**src/rtl/riscv_pkg.sv**
```systemverilog
// RV32I decode types, control enums and mask/match patterns.
// Shared by the decode stage and its combinational decoder.
package riscv_pkg;

  typedef enum logic [2:0] {
    ALU_X, ALU_ADD, ALU_SUB, ALU_AND,
    ALU_OR, ALU_XOR, ALU_SLT, ALU_COPY2
  } exec_fun_e;

  typedef enum logic [1:0] {
    OP1_X, OP1_RS1, OP1_PC
  } op1_sel_e;

  typedef enum logic [2:0] {
    OP2_X, OP2_RS2, OP2_IMI, OP2_IMS, OP2_IMU
  } op2_sel_e;

  typedef enum logic [1:0] {
    WB_X, WB_ALU, WB_MEM, WB_PC4
  } wb_sel_e;

  typedef enum logic {RF_X, RF_WRITE} rf_wen_e;
  typedef enum logic {MEM_X, MEM_WRITE} mem_wen_e;

  typedef enum logic [1:0] {
    PC_X, PC_PLUS4, PC_BRANCH, PC_JUMP
  } pc_sel_e;

  typedef struct packed {
    exec_fun_e   exec_fun;
    op1_sel_e    op1_sel;
    op2_sel_e    op2_sel;
    wb_sel_e     wb_sel;
    rf_wen_e     rf_wen;
    mem_wen_e    mem_wen;
    pc_sel_e     pc_sel;
    logic [4:0]  rs1;
    logic [4:0]  rs2;
    logic [4:0]  rd;
    logic [31:0] imm;
    logic        illegal;
  } dec_t;

  localparam logic [31:0] MASK_R = 32'hFE00707F;
  localparam logic [31:0] MASK_I = 32'h0000707F;
  localparam logic [31:0] MASK_U = 32'h0000007F;

  localparam logic [31:0] M_ADD   = 32'h00000033;
  localparam logic [31:0] M_SUB   = 32'h40000033;
  localparam logic [31:0] M_AND   = 32'h00007033;
  localparam logic [31:0] M_OR    = 32'h00006033;
  localparam logic [31:0] M_XOR   = 32'h00004033;
  localparam logic [31:0] M_SLT   = 32'h00002033;
  localparam logic [31:0] M_ADDI  = 32'h00000013;
  localparam logic [31:0] M_ANDI  = 32'h00007013;
  localparam logic [31:0] M_ORI   = 32'h00006013;
  localparam logic [31:0] M_XORI  = 32'h00004013;
  localparam logic [31:0] M_LW    = 32'h00002003;
  localparam logic [31:0] M_SW    = 32'h00002023;
  localparam logic [31:0] M_BEQ   = 32'h00000063;
  localparam logic [31:0] M_BNE   = 32'h00001063;
  localparam logic [31:0] M_JALR  = 32'h00000067;
  localparam logic [31:0] M_JAL   = 32'h0000006F;
  localparam logic [31:0] M_LUI   = 32'h00000037;
  localparam logic [31:0] M_AUIPC = 32'h00000017;

  function automatic logic hit(
    input logic [31:0] i,
    input logic [31:0] m,
    input logic [31:0] v
  );
    return (i & m) == v;
  endfunction

  function automatic dec_t mk(
    input exec_fun_e   f,
    input op1_sel_e    a,
    input op2_sel_e    b,
    input wb_sel_e     w,
    input rf_wen_e     r,
    input mem_wen_e    m,
    input pc_sel_e     p,
    input logic [31:0] imm
  );
    dec_t d;
    d          = '0;
    d.exec_fun = f;
    d.op1_sel  = a;
    d.op2_sel  = b;
    d.wb_sel   = w;
    d.rf_wen   = r;
    d.mem_wen  = m;
    d.pc_sel   = p;
    d.imm      = imm;
    return d;
  endfunction

endpackage

```
**src/rtl/riscv_decode_comb.sv**
```systemverilog
// Pure combinational RV32I subset decoder.
// Unmatched words decode to all-_X controls with the illegal flag.
module riscv_decode_comb
  import riscv_pkg::*;
(
  input  logic [31:0] inst_i,
  output dec_t        dec_o
);

  logic [31:0] imm_i, imm_s, imm_b, imm_u, imm_j;
  logic [31:0] w;
  dec_t        d;

  assign w     = inst_i;
  assign imm_i = {{20{w[31]}}, w[31:20]};
  assign imm_s = {{20{w[31]}}, w[31:25], w[11:7]};
  assign imm_b = {{19{w[31]}}, w[31], w[7],
                  w[30:25], w[11:8], 1'b0};
  assign imm_u = {w[31:12], 12'h000};
  assign imm_j = {{11{w[31]}}, w[31], w[19:12],
                  w[20], w[30:21], 1'b0};

  always_comb begin
    d         = '0;
    d.pc_sel  = PC_PLUS4;
    d.illegal = 1'b1;
    unique case (1'b1)
      hit(w, MASK_R, M_ADD):
        d = mk(ALU_ADD, OP1_RS1, OP2_RS2, WB_ALU,
               RF_WRITE, MEM_X, PC_PLUS4, '0);
      hit(w, MASK_R, M_SUB):
        d = mk(ALU_SUB, OP1_RS1, OP2_RS2, WB_ALU,
               RF_WRITE, MEM_X, PC_PLUS4, '0);
      hit(w, MASK_R, M_AND):
        d = mk(ALU_AND, OP1_RS1, OP2_RS2, WB_ALU,
               RF_WRITE, MEM_X, PC_PLUS4, '0);
      hit(w, MASK_R, M_OR):
        d = mk(ALU_OR, OP1_RS1, OP2_RS2, WB_ALU,
               RF_WRITE, MEM_X, PC_PLUS4, '0);
      hit(w, MASK_R, M_XOR):
        d = mk(ALU_XOR, OP1_RS1, OP2_RS2, WB_ALU,
               RF_WRITE, MEM_X, PC_PLUS4, '0);
      hit(w, MASK_R, M_SLT):
        d = mk(ALU_SLT, OP1_RS1, OP2_RS2, WB_ALU,
               RF_WRITE, MEM_X, PC_PLUS4, '0);
      hit(w, MASK_I, M_ADDI):
        d = mk(ALU_ADD, OP1_RS1, OP2_IMI, WB_ALU,
               RF_WRITE, MEM_X, PC_PLUS4, imm_i);
      hit(w, MASK_I, M_ANDI):
        d = mk(ALU_AND, OP1_RS1, OP2_IMI, WB_ALU,
               RF_WRITE, MEM_X, PC_PLUS4, imm_i);
      hit(w, MASK_I, M_ORI):
        d = mk(ALU_OR, OP1_RS1, OP2_IMI, WB_ALU,
               RF_WRITE, MEM_X, PC_PLUS4, imm_i);
      hit(w, MASK_I, M_XORI):
        d = mk(ALU_XOR, OP1_RS1, OP2_IMI, WB_ALU,
               RF_WRITE, MEM_X, PC_PLUS4, imm_i);
      hit(w, MASK_I, M_LW):
        d = mk(ALU_ADD, OP1_RS1, OP2_IMI, WB_MEM,
               RF_WRITE, MEM_X, PC_PLUS4, imm_i);
      hit(w, MASK_I, M_SW):
        d = mk(ALU_ADD, OP1_RS1, OP2_IMS, WB_X,
               RF_X, MEM_WRITE, PC_PLUS4, imm_s);
      hit(w, MASK_I, M_BEQ):
        d = mk(ALU_SUB, OP1_RS1, OP2_RS2, WB_X,
               RF_X, MEM_X, PC_BRANCH, imm_b);
      hit(w, MASK_I, M_BNE):
        d = mk(ALU_SUB, OP1_RS1, OP2_RS2, WB_X,
               RF_X, MEM_X, PC_BRANCH, imm_b);
      hit(w, MASK_I, M_JALR):
        d = mk(ALU_ADD, OP1_RS1, OP2_IMI, WB_PC4,
               RF_WRITE, MEM_X, PC_JUMP, imm_i);
      hit(w, MASK_U, M_JAL):
        d = mk(ALU_ADD, OP1_PC, OP2_X, WB_PC4,
               RF_WRITE, MEM_X, PC_JUMP, imm_j);
      hit(w, MASK_U, M_LUI):
        d = mk(ALU_COPY2, OP1_X, OP2_IMU, WB_ALU,
               RF_WRITE, MEM_X, PC_PLUS4, imm_u);
      hit(w, MASK_U, M_AUIPC):
        d = mk(ALU_ADD, OP1_PC, OP2_IMU, WB_ALU,
               RF_WRITE, MEM_X, PC_PLUS4, imm_u);
      default: ;
    endcase
    d.rs1 = w[19:15];
    d.rs2 = w[24:20];
    d.rd  = w[11:7];
  end

  assign dec_o = d;

endmodule

```
**src/rtl/riscv_decode_stage.sv**
```systemverilog
// Registered decode stage: output register plus optional skid entry,
// flush, and a saturating illegal-instruction counter.
module riscv_decode_stage
  import riscv_pkg::*;
#(
  parameter int SKID_EN = 1,
  parameter int PC_W    = 32,
  parameter int CNT_W   = 16
) (
  input  logic             clk,
  input  logic             rst,
  input  logic             flush,
  input  logic             in_valid,
  output logic             in_ready,
  input  logic [31:0]      in_inst,
  input  logic [PC_W-1:0]  in_pc,
  output logic             out_valid,
  input  logic             out_ready,
  output logic [PC_W-1:0]  out_pc,
  output exec_fun_e        out_exec_fun,
  output op1_sel_e         out_op1_sel,
  output op2_sel_e         out_op2_sel,
  output wb_sel_e          out_wb_sel,
  output rf_wen_e          out_rf_wen,
  output mem_wen_e         out_mem_wen,
  output pc_sel_e          out_pc_sel,
  output logic [4:0]       out_rs1,
  output logic [4:0]       out_rs2,
  output logic [4:0]       out_rd,
  output logic [31:0]      out_imm,
  output logic             out_illegal,
  output logic [CNT_W-1:0] illegal_cnt
);

  dec_t             dec_in;
  dec_t             out_q, out_d, skid_q, skid_d;
  logic [PC_W-1:0]  opc_q, opc_d, spc_q, spc_d;
  logic             out_valid_q, out_valid_d;
  logic             skid_full_q, skid_full_d;
  logic             ready_q;
  logic [CNT_W-1:0] cnt_q, cnt_d;
  logic             accept, slot_free;

  riscv_decode_comb u_dec (
    .inst_i (in_inst),
    .dec_o  (dec_in)
  );

  // ready_q is low in reset and mirrors !skid_full afterwards
  assign in_ready  = (SKID_EN != 0) ? ready_q
                   : ready_q && (!out_valid_q || out_ready);
  assign accept    = in_valid && in_ready;
  assign slot_free = !out_valid_q || out_ready;

  always_comb begin
    out_d       = out_q;
    opc_d       = opc_q;
    skid_d      = skid_q;
    spc_d       = spc_q;
    out_valid_d = out_valid_q;
    skid_full_d = skid_full_q;
    cnt_d       = cnt_q;
    if (flush) begin
      out_valid_d = 1'b0;
      skid_full_d = 1'b0;
    end else begin
      if (accept && dec_in.illegal && cnt_q != '1)
        cnt_d = cnt_q + 1'b1;
      if (slot_free) begin
        if (skid_full_q) begin
          out_d       = skid_q;
          opc_d       = spc_q;
          out_valid_d = 1'b1;
          skid_full_d = 1'b0;
        end else begin
          out_valid_d = accept;
          if (accept) begin
            out_d = dec_in;
            opc_d = in_pc;
          end
        end
      end else if (accept && SKID_EN != 0) begin
        skid_d      = dec_in;
        spc_d       = in_pc;
        skid_full_d = 1'b1;
      end
    end
  end

  always_ff @(posedge clk or posedge rst) begin
    if (rst) begin
      out_q       <= '0;
      opc_q       <= '0;
      skid_q      <= '0;
      spc_q       <= '0;
      out_valid_q <= 1'b0;
      skid_full_q <= 1'b0;
      ready_q     <= 1'b0;
      cnt_q       <= '0;
    end else begin
      out_q       <= out_d;
      opc_q       <= opc_d;
      skid_q      <= skid_d;
      spc_q       <= spc_d;
      out_valid_q <= out_valid_d;
      skid_full_q <= skid_full_d;
      ready_q     <= !skid_full_d;
      cnt_q       <= cnt_d;
    end
  end

  assign out_valid    = out_valid_q;
  assign out_pc       = opc_q;
  assign out_exec_fun = out_q.exec_fun;
  assign out_op1_sel  = out_q.op1_sel;
  assign out_op2_sel  = out_q.op2_sel;
  assign out_wb_sel   = out_q.wb_sel;
  assign out_rf_wen   = out_q.rf_wen;
  assign out_mem_wen  = out_q.mem_wen;
  assign out_pc_sel   = out_q.pc_sel;
  assign out_rs1      = out_q.rs1;
  assign out_rs2      = out_q.rs2;
  assign out_rd       = out_q.rd;
  assign out_imm      = out_q.imm;
  assign out_illegal  = out_q.illegal;
  assign illegal_cnt  = cnt_q;

endmodule

```
**config.mk**
```make
export PLATFORM = sky130hd
export DESIGN_NAME = riscv_decode_stage
export DESIGN_NICKNAME = d
export VERILOG_FILES = /design/src/rtl/riscv_pkg.sv /design/src/rtl/riscv_decode_comb.sv /design/src/rtl/riscv_decode_stage.sv
export SDC_FILE = /design/constraint.sdc
export NUM_CORES = 1
export LEC_CHECK = 0
export ABC_CLOCK_PERIOD_IN_PS = 5430
export BUFFER_PORTS_ARGS = -buffer_cell sky130_fd_sc_hd__buf_2
export CELL_PAD_IN_SITES_DETAIL_PLACEMENT = 1
export CELL_PAD_IN_SITES_GLOBAL_PLACEMENT = 1
export CORE_MARGIN = 2
export CORE_UTILIZATION = 40
export DETAILED_ROUTE_END_ITERATION = 12
export GPL_TIMING_DRIVEN = 0
export PLACE_DENSITY = 0.86
export SKIP_LAST_GASP = 1
export SYNTH_ARGS = -nofsm -noshare
export SYNTH_HDL_FRONTEND = slang
export SYNTH_HIERARCHICAL = 1
export SYNTH_SLANG_ARGS = --single-unit
export TNS_END_PERCENT = 5
```
**constraint.sdc**
```tcl
create_clock -name clk -period 5.43 [get_ports clk]
set_input_delay 0 -clock clk [delete_from_list [all_inputs] [get_ports clk]]
set_output_delay 0 -clock clk [all_outputs]
set_load 0.01 [all_outputs]
```
==> results of run 1 <==
## through the flow
stage,instance area [um^2],power (mW),hold WS (ps),util (%)
after global placement,11100,2.63,250,45.9
after detailed placement,11200,2.70,69.1,46.3
after CTS,12500,4.35,10.3,51.9
after floorplan,9760,2.36,63.1,-
after global routing,12500,4.53,36.8,51.9
final,12500,4.32,23.6,52.0
## worst paths after layout
| kind | from | endpoint | depth (start not counted) |
|---|---|---|---|
| worst max-delay path | in_inst[0] | illegal_cnt[15]$_DFFE_PP0P_ | 10 |
| worst min-delay path | in_valid | illegal_cnt[4]$_DFFE_PP0P_ | 4 |
| worst max register to register | out_valid$_DFFE_PP0P_ | skid_q[54]$_DFFE_PP0P_ | 6 |
| worst min register to register | skid_q[58]$_DFFE_PP0P_ | skid_q[58]$_DFFE_PP0P_ | 1 |
| max in group asynchronous | rst | spc_q[19]$_DFFE_PP0P_ | 5 |
| min in group asynchronous | rst | illegal_cnt[0]$_DFFE_PP0P_ | 3 |
## metal layers
| layer | track usage [%] | up-vias | share of wire (%) |
|---|---|---|---|
| met1 | 29.2 | 3905 | 42 |
| met3 | 4.00 | 55 | 5.2 |
| met5 | 0 | - | 0.045 |
| met4 | 6.10 | 2 | 2.5 |
| met2 | 40.1 | 202 | 50 |
| li1 | - | 3498 | - |
## Yosys cell counts (5+ instances only)
cell,n,share of area (%)
nand3_1,16,0.82
xnor2_1,6,0.54
and2_1,9,0.58
dfrtp_1,207,53
xor2_1,8,0.72
inv_1,7,0.27
nor3_1,11,0.56
mux2i_1,95,9.7
a22o_1,5,0.45
a21o_1,20,1.5
clkbuf_1,14,0.54
buf_4,21,1.6
a21oi_1,101,5.2
nand2b_1,5,0.32
nor2_1,105,4.0
buf_2,30,1.5
nand2_1,8,0.31
nand4_1,5,0.32
mux2_2,94,11
## power by group through the flow
stage               Combinational (mW)  Sequential [mW]  Clock [mW]
floorplan                        0.356             2.00           0
global placement                 0.685             1.95           0
detailed placement               0.729             1.97           0
CTS                              0.770             1.94        1.64
global route                     0.839             1.98        1.71
finish                           0.765             1.95        1.61
## registers in the layout, summed over array words and instances, names as in the netlist, 5 cells and up
name and cells:
illegal_cnt 16, out_imm 32, out_pc 32, out_rd 5
out_rs1 5, out_rs2 5, skid_q 62, spc_q 32
## final cells by class
type	instances	area, um^2	area share [%]
flip-flops and latches	207	5180	41.4
multi-input cells	556	4180	33.4
repair buffers	242	1580	12.6
clock buffers	32	672	5.37
well taps	324	405	3.24
plain buffers	66	372	2.97
clock inverters	9	101	0.809
inverters	8	33.8	0.270
diodes	2	5.00	0.0400
## critical path: stages
cell,delay (ps)
dlygate4sd3_1,550
buf_2,150
nand3b_1,310
a211o_1,310
nand4_1,370
nor3b_1,840
and4_1,400
nand4_2,190
nor4_2,370
xor2_1,170
## logic make-up after synthesis
family | after synthesis | share of synthesized area, %
compound gates | 147 | 9.24
mux | 190 | 20.7
fa+ha+maj | 1 | 0.128
flops | 207 | 53.1
buf+inv | 74 | 4.12
simple gates | 204 | 11.4
xor+xnor | 14 | 1.26
## repair_timing
| item | 4_1_cts | 5_1_grt |
|---|---|---|
| resized for setup | 0 | 0 |
| hold endpoints to repair | 220 | 0 |
| hold buffers | 58 | 0 |
==> report_table.html, run 1 <==
<table>
<tr><th>Metric</th><th>Value</th></tr>
<tr><th colspan="2">Worst setup path</th></tr>
<tr><td>Peak fanout along the critical path</td><td>8</td></tr>
<tr><td>Critical path type</td><td>input port to register</td></tr>
<tr><td>Type of element launching the critical path</td><td>input port</td></tr>
<tr><td>R2r setup slk</td><td>3420 ps</td></tr>
<tr><td>Arr. time, crit path</td><td>3660 ps</td></tr>
<tr><td>Data required, critical path</td><td>5870 ps</td></tr>
<tr><td>Kind of capture point of the worst setup path</td><td>register</td></tr>
<tr><th colspan="2">Pwr</th></tr>
<tr><td>Pwr per Cell Area</td><td>345 mW/mm^2</td></tr>
<tr><td>Net switching power</td><td>1.22 mW</td></tr>
<tr><td>Combinational Power Share</td><td>17.7%</td></tr>
<tr><td>Portion of total power attributed to the clock network</td><td>37.2%</td></tr>
<tr><td>Switching share of power</td><td>28.2%</td></tr>
<tr><td>Max rail drop VDD</td><td>170 uV</td></tr>
<tr><td>Cell-internal power</td><td>3.10 mW</td></tr>
<tr><td>Sequential share of power</td><td>45.1%</td></tr>
<tr><td>Leakage Power</td><td>5.85 nW</td></tr>
<tr><th colspan="2">Placed design</th></tr>
<tr><td>DP Worst Slack</td><td>2090 ps</td></tr>
<tr><td>Routability cong.</td><td>0.827</td></tr>
<tr><td>Number of I/O port buffers</td><td>179</td></tr>
<tr><td>Final HPWL DP</td><td>20.0 mm</td></tr>
<tr><td>Post-Place Cells</td><td>1345</td></tr>
<tr><th colspan="2">GRT</th></tr>
<tr><td>Pin count of the biggest net entering global routing</td><td>43</td></tr>
<tr><td>Grt ovf</td><td>0</td></tr>
<tr><td>Antenna violations before repair</td><td>3</td></tr>
<tr><td>Global-route wire length before repair</td><td>46.6 mm</td></tr>
<tr><td>Vias in the first global route</td><td>8414</td></tr>
<tr><td>GRT Util Overall</td><td>22.8%</td></tr>
<tr><th colspan="2">Timing</th></tr>
<tr><td>Total count of max-transition violations in the final report</td><td>0</td></tr>
<tr><td>Headroom to the max-slew limit</td><td>10.6%</td></tr>
<tr><td>Final hold vios</td><td>0</td></tr>
<tr><td>PnR worst setup slack</td><td>2210 ps</td></tr>
<tr><td>Setup-violating endpoint count in the final report</td><td>0</td></tr>
<tr><td>Period minus WS final</td><td>3220 ps</td></tr>
<tr><td>Final period utilization</td><td>59.4%</td></tr>
<tr><td>Transition time at the pin with the least slew margin</td><td>1320 ps</td></tr>
<tr><td>Total negative setup slack</td><td>0 ps</td></tr>
<tr><td>Unrepaired setup endpoints after global routing</td><td>false</td></tr>
<tr><td>Final worst clock skew</td><td>10.4 ps</td></tr>
<tr><td>Top achievable clock speed</td><td>310 MHz</td></tr>
<tr><th colspan="2">Synth</th></tr>
<tr><td>Library cells used by synthesis</td><td>64</td></tr>
<tr><td>Register area share after synthesis</td><td>53.1%</td></tr>
<tr><td>Syn nets</td><td>907</td></tr>
<tr><td>Number of flops mapped to enable cells by yosys</td><td>0</td></tr>
<tr><td>Register bit count reported by yosys</td><td>207</td></tr>
<tr><td>Ys flop type</td><td>dfrtp_1</td></tr>
<tr><td>Mean post-synth cell area</td><td>11.7 um^2</td></tr>
<tr><td>Warnings from Yosys</td><td>6</td></tr>
<tr><td>Gate Count Post-Synth</td><td>837</td></tr>
<tr><td>Synth async-reset ratio</td><td>100%</td></tr>
<tr><td>Mapped Area</td><td>0.00976 mm^2</td></tr>
<tr><th colspan="2">Clocking</th></tr>
<tr><td>Worst-skew pair later-pin latency</td><td>510 ps</td></tr>
<tr><td>Post-CTS clock slew at the launch and capture registers of the worst setup and hold paths</td><td>60 ps</td></tr>
<tr><td># H-tree levels</td><td>1</td></tr>
<tr><td>Post-CTS repair timing setup buffer count</td><td>0</td></tr>
<tr><td>Maximum count of clock buffers along a single path</td><td>3</td></tr>
<tr><td>Cts bufs inserted</td><td>24</td></tr>
<tr><td>CTS tree</td><td>built</td></tr>
<tr><td>Root Buffer</td><td>clkbuf_16</td></tr>
<tr><td>Sinks on Clock Net</td><td>207</td></tr>
<tr><th colspan="2">Cells and area</th></tr>
<tr><td>Most common cell after layout, fill and taps aside</td><td>buf_2</td></tr>
<tr><td>Share of layout cells above drive strength 1</td><td>34.6%</td></tr>
<tr><td>Most used cells in the layout excluding fill and tap cells</td><td>209 x buf_2, 207 x dfrtp_1, 105 x nor2_1</td></tr>
<tr><td>Area growth syn-to-layout</td><td>28.3%</td></tr>
<tr><td>Net count, final</td><td>1175</td></tr>
<tr><td>Layout filler cell count</td><td>2633</td></tr>
<tr><td>Cell Count, Final, Fillers Out</td><td>1446</td></tr>
<tr><th colspan="2">Routing</th></tr>
<tr><td>Vias per std cell</td><td>5.30</td></tr>
<tr><td>Via count</td><td>7662</td></tr>
<tr><td>Number of nets still failing antenna checks after routing</td><td>0</td></tr>
<tr><td>1st-pass router iterations</td><td>4</td></tr>
<tr><td>Routed wire length</td><td>29.1 mm</td></tr>
<tr><td>Number of remaining DRC errors</td><td>0</td></tr>
<tr><td>Post-DR wirelength/cell</td><td>20.1 um</td></tr>
<tr><td>Initial DRC Count</td><td>333</td></tr>
<tr><th colspan="2">Floorplan</th></tr>
<tr><td>Total Die Area</td><td>0.0257 mm^2</td></tr>
<tr><td>Area of the core</td><td>0.0241 mm^2</td></tr>
<tr><td>IO Count</td><td>181</td></tr>
<tr><td>Starting density of the core</td><td>40.5%</td></tr>
<tr><td>Num rows</td><td>57</td></tr>
<tr><td>Floorplan die width</td><td>160 um</td></tr>
<tr><td>Vertical die dimension</td><td>160 um</td></tr>
<tr><th colspan="2">Worst hold path</th></tr>
<tr><td>Hold/Removal Path Class</td><td>input port to register</td></tr>
<tr><th colspan="2">Job</th></tr>
<tr><td>Max-capacitance violation count</td><td>0</td></tr>
<tr><th colspan="2">Status</th></tr>
<tr><td>Outcome</td><td>completed</td></tr>
</table>
No activity file was read; power rests on OpenSTA's default activity.
==> run 2, diff against run 1 <==
ABC_CLOCK_PERIOD_IN_PS = 3100   (was 5430)
CORE_UTILIZATION = 44   (was 40)
PLACE_DENSITY = 0.9   (was 0.86)
clock period = 3.1 ns   (was 5.43 ns; I/O delays follow)
==> report_table.html, run 2 (synthesis gave the netlist of run 1 again) <==
<table>
<tr><th>Metric</th><th>Value</th></tr>
<tr><th colspan="2">Worst setup path</th></tr>
<tr><td>Data required, critical path</td><td>3520 ps</td></tr>
<tr><td>Peak fanout along the critical path</td><td>10</td></tr>
<tr><td>Arr. time, crit path</td><td>3180 ps</td></tr>
<tr><td>Critical path type</td><td>input port to register</td></tr>
<tr><td>Cells along the critical path</td><td>buf_2 &gt; clkbuf_1 &gt; nand4bb_1 &gt; a211o_1 &gt; nand4_1 &gt; nor3b_2 &gt; and4_1 &gt; nand4_2 &gt; nor4_2 &gt; xor2_1</td></tr>
<tr><td>Type of element launching the critical path</td><td>input port</td></tr>
<tr><td>Delay of the slowest cell on the worst path</td><td>540 ps</td></tr>
<tr><td>Kind of capture point of the worst setup path</td><td>register</td></tr>
<tr><td>Cell at the slowest stage of the critical path</td><td>nor3b_2</td></tr>
<tr><th colspan="2">Cells and area</th></tr>
<tr><td>Share of layout cells above drive strength 1</td><td>35.1%</td></tr>
<tr><td>Cell Count, Final, Fillers Out</td><td>1409</td></tr>
<tr><td>Top register by number of flip-flops</td><td>skid_q</td></tr>
<tr><td>Net count, final</td><td>1175</td></tr>
<tr><td>Sequential cell area in the final layout</td><td>0.00518 mm^2</td></tr>
<tr><td>Number of flip-flops under the largest register name</td><td>62</td></tr>
<tr><td>Most common cell after layout, fill and taps aside</td><td>buf_2</td></tr>
<tr><td>Area growth syn-to-layout</td><td>28.6%</td></tr>
<tr><td>Most used cells in the layout excluding fill and tap cells</td><td>209 x buf_2, 207 x dfrtp_1, 105 x nor2_1</td></tr>
<tr><td>Layout filler cell count</td><td>2301</td></tr>
<tr><td>Combined area of the multi-input logic cells</td><td>0.00418 mm^2</td></tr>
<tr><th colspan="2">Clocking</th></tr>
<tr><td>Cts bufs inserted</td><td>24</td></tr>
<tr><td>Post-CTS clock slew at the launch and capture registers of the worst setup and hold paths</td><td>60 ps</td></tr>
<tr><td>Sinks on Clock Net</td><td>207</td></tr>
<tr><td>Worst-skew pair later-pin latency</td><td>510 ps</td></tr>
<tr><td>Post-CTS repair timing setup buffer count</td><td>0</td></tr>
<tr><td>Root Buffer</td><td>clkbuf_16</td></tr>
<tr><td>Maximum count of clock buffers along a single path</td><td>3</td></tr>
<tr><td># H-tree levels</td><td>1</td></tr>
<tr><td>CTS tree</td><td>built</td></tr>
<tr><th colspan="2">Routing</th></tr>
<tr><td>Post-DR wirelength/cell</td><td>21.5 um</td></tr>
<tr><td>Routed wire length</td><td>30.3 mm</td></tr>
<tr><td>Number of remaining DRC errors</td><td>0</td></tr>
<tr><td>Vias per std cell</td><td>5.49</td></tr>
<tr><td>Initial DRC Count</td><td>280</td></tr>
<tr><td>Number of nets still failing antenna checks after routing</td><td>0</td></tr>
<tr><td>Via count</td><td>7734</td></tr>
<tr><td>1st-pass router iterations</td><td>4</td></tr>
<tr><th colspan="2">Pwr</th></tr>
<tr><td>Switching share of power</td><td>28.1%</td></tr>
<tr><td>Sequential share of power</td><td>44.7%</td></tr>
<tr><td>Portion of total power attributed to the clock network</td><td>37.6%</td></tr>
<tr><td>Pwr per Cell Area</td><td>611 mW/mm^2</td></tr>
<tr><td>Net switching power</td><td>2.16 mW</td></tr>
<tr><td>Combinational Power Share</td><td>17.7%</td></tr>
<tr><td>Max rail drop VDD</td><td>369 uV</td></tr>
<tr><td>Leakage Power</td><td>5.89 nW</td></tr>
<tr><td>Cell-internal power</td><td>5.51 mW</td></tr>
<tr><th colspan="2">Status</th></tr>
<tr><td>Outcome</td><td>completed</td></tr>
<tr><th colspan="2">Floorplan</th></tr>
<tr><td>Total Die Area</td><td>0.0234 mm^2</td></tr>
<tr><td>Floorplan die width</td><td>153 um</td></tr>
<tr><td>Area of the core</td><td>0.0218 mm^2</td></tr>
<tr><td>Num rows</td><td>54</td></tr>
<tr><td>Vertical die dimension</td><td>153 um</td></tr>
<tr><td>Starting density of the core</td><td>44.7%</td></tr>
<tr><td>IO Count</td><td>181</td></tr>
<tr><th colspan="2">Placed design</th></tr>
<tr><td>Number of I/O port buffers</td><td>179</td></tr>
<tr><td>Routability cong.</td><td>0.882</td></tr>
<tr><td>Final HPWL DP</td><td>20.0 mm</td></tr>
<tr><td>Post-Place Cells</td><td>1302</td></tr>
<tr><td>DP Worst Slack</td><td>-224 ps</td></tr>
<tr><th colspan="2">GRT</th></tr>
<tr><td>Global-route wire length before repair</td><td>48.1 mm</td></tr>
<tr><td>Grt ovf</td><td>0</td></tr>
<tr><td>Vias in the first global route</td><td>8583</td></tr>
<tr><td>Antenna violations before repair</td><td>7</td></tr>
<tr><td>GRT Util Overall</td><td>25.6%</td></tr>
<tr><td>Pin count of the biggest net entering global routing</td><td>43</td></tr>
<tr><th colspan="2">Timing</th></tr>
<tr><td>Transition time at the pin with the least slew margin</td><td>1350 ps</td></tr>
<tr><td>Top achievable clock speed</td><td>363 MHz</td></tr>
<tr><td>Unrepaired setup endpoints after global routing</td><td>false</td></tr>
<tr><td>Total negative setup slack</td><td>0 ps</td></tr>
<tr><td>Final period utilization</td><td>89.0%</td></tr>
<tr><td>PnR worst setup slack</td><td>342 ps</td></tr>
<tr><td>Headroom to the max-slew limit</td><td>9.05%</td></tr>
<tr><td>Setup-violating endpoint count in the final report</td><td>0</td></tr>
<tr><td>Final hold vios</td><td>0</td></tr>
<tr><td>Period minus WS final</td><td>2760 ps</td></tr>
<tr><td>Final worst clock skew</td><td>9.77 ps</td></tr>
<tr><td>Total count of max-transition violations in the final report</td><td>0</td></tr>
<tr><th colspan="2">Job</th></tr>
<tr><td>Max-capacitance violation count</td><td>0</td></tr>
<tr><th colspan="2">Worst hold path</th></tr>
<tr><td>Hold/Removal Path Class</td><td>input port to register</td></tr>
</table>
-- run 2: critical path, delay by kind of cell --
kind	cells	cell delay (ps)
compound gates	1	290
simple gates	6	2210
xor+xnor	1	190
buf+inv	2	470
-- run 2: metal layers --
layer / GRT usage [%] / share of wire (%) / vias up
li1: - / - / 3510
met1: 31.8 / 41 / 3943
met2: 45.9 / 51 / 223
met3: 4.56 / 4.9 / 54
met4: 7.14 / 2.6 / 4
met5: 0 / 0.079 / -
-- run 2: what timing repair did --
action / 4_1_cts / 5_1_grt
endpoints found under the setup margin: 0 / 1
hold buffers: 57 / 0
endpoints found under the hold margin: 311 / 0
gates resized for setup: 0 / 1
-- run 2: metrics by stage --
stage	power [mW]	hold WS (ps)	utilization, %	instance area (um^2)
6_report	7.66	36.6	57.5	12500
5_1_grt	8.00	52.0	57.5	12500
4_1_cts	7.70	4.90	57.4	12500
3_5_place_dp	4.73	111	51.0	11100
3_3_place_gp	4.61	248	50.4	11000
2_1_floorplan	4.14	63.1	-	9760
-- run 2: area by class of cell --
class | instances | share of cell area, %
diodes | 6 | 0.120
well taps | 280 | 2.79
clock inverters | 4 | 0.209
inverters | 8 | 0.269
multi-input cells | 556 | 33.3
plain buffers | 66 | 2.96
repair buffers | 242 | 12.6
clock buffers | 40 | 6.39
flip-flops and latches | 207 | 41.3
-- run 2: power groups by stage --
stage | clock network [mW] | registers [mW] | logic [mW]
6_report | 2.88 | 3.42 | 1.36
4_1_cts | 2.94 | 3.41 | 1.35
5_1_grt | 3.05 | 3.48 | 1.48
2_1_floorplan | 0 | 3.51 | 0.623
3_5_place_dp | 0 | 3.45 | 1.28
3_3_place_gp | 0 | 3.42 | 1.19
-- run 2: final timing paths --
kind	startpoint	cells past startpoint	endpoint	slack (ps)
hold / removal	in_inst[0]	5	out_imm[11]$_DFFE_PP0P_	40
min in group asynchronous	rst	4	illegal_cnt[1]$_DFFE_PP0P_	140
hold reg to reg	skid_q[39]$_DFFE_PP0P_	1	skid_q[39]$_DFFE_PP0P_	510
max in group asynchronous	rst	6	out_imm[14]$_DFFE_PP0P_	2250
setup / recovery	in_inst[5]	10	illegal_cnt[15]$_DFFE_PP0P_	340
setup reg to reg	skid_full_q$_DFF_PP0_	7	out_imm[0]$_DFFE_PP0P_	1060
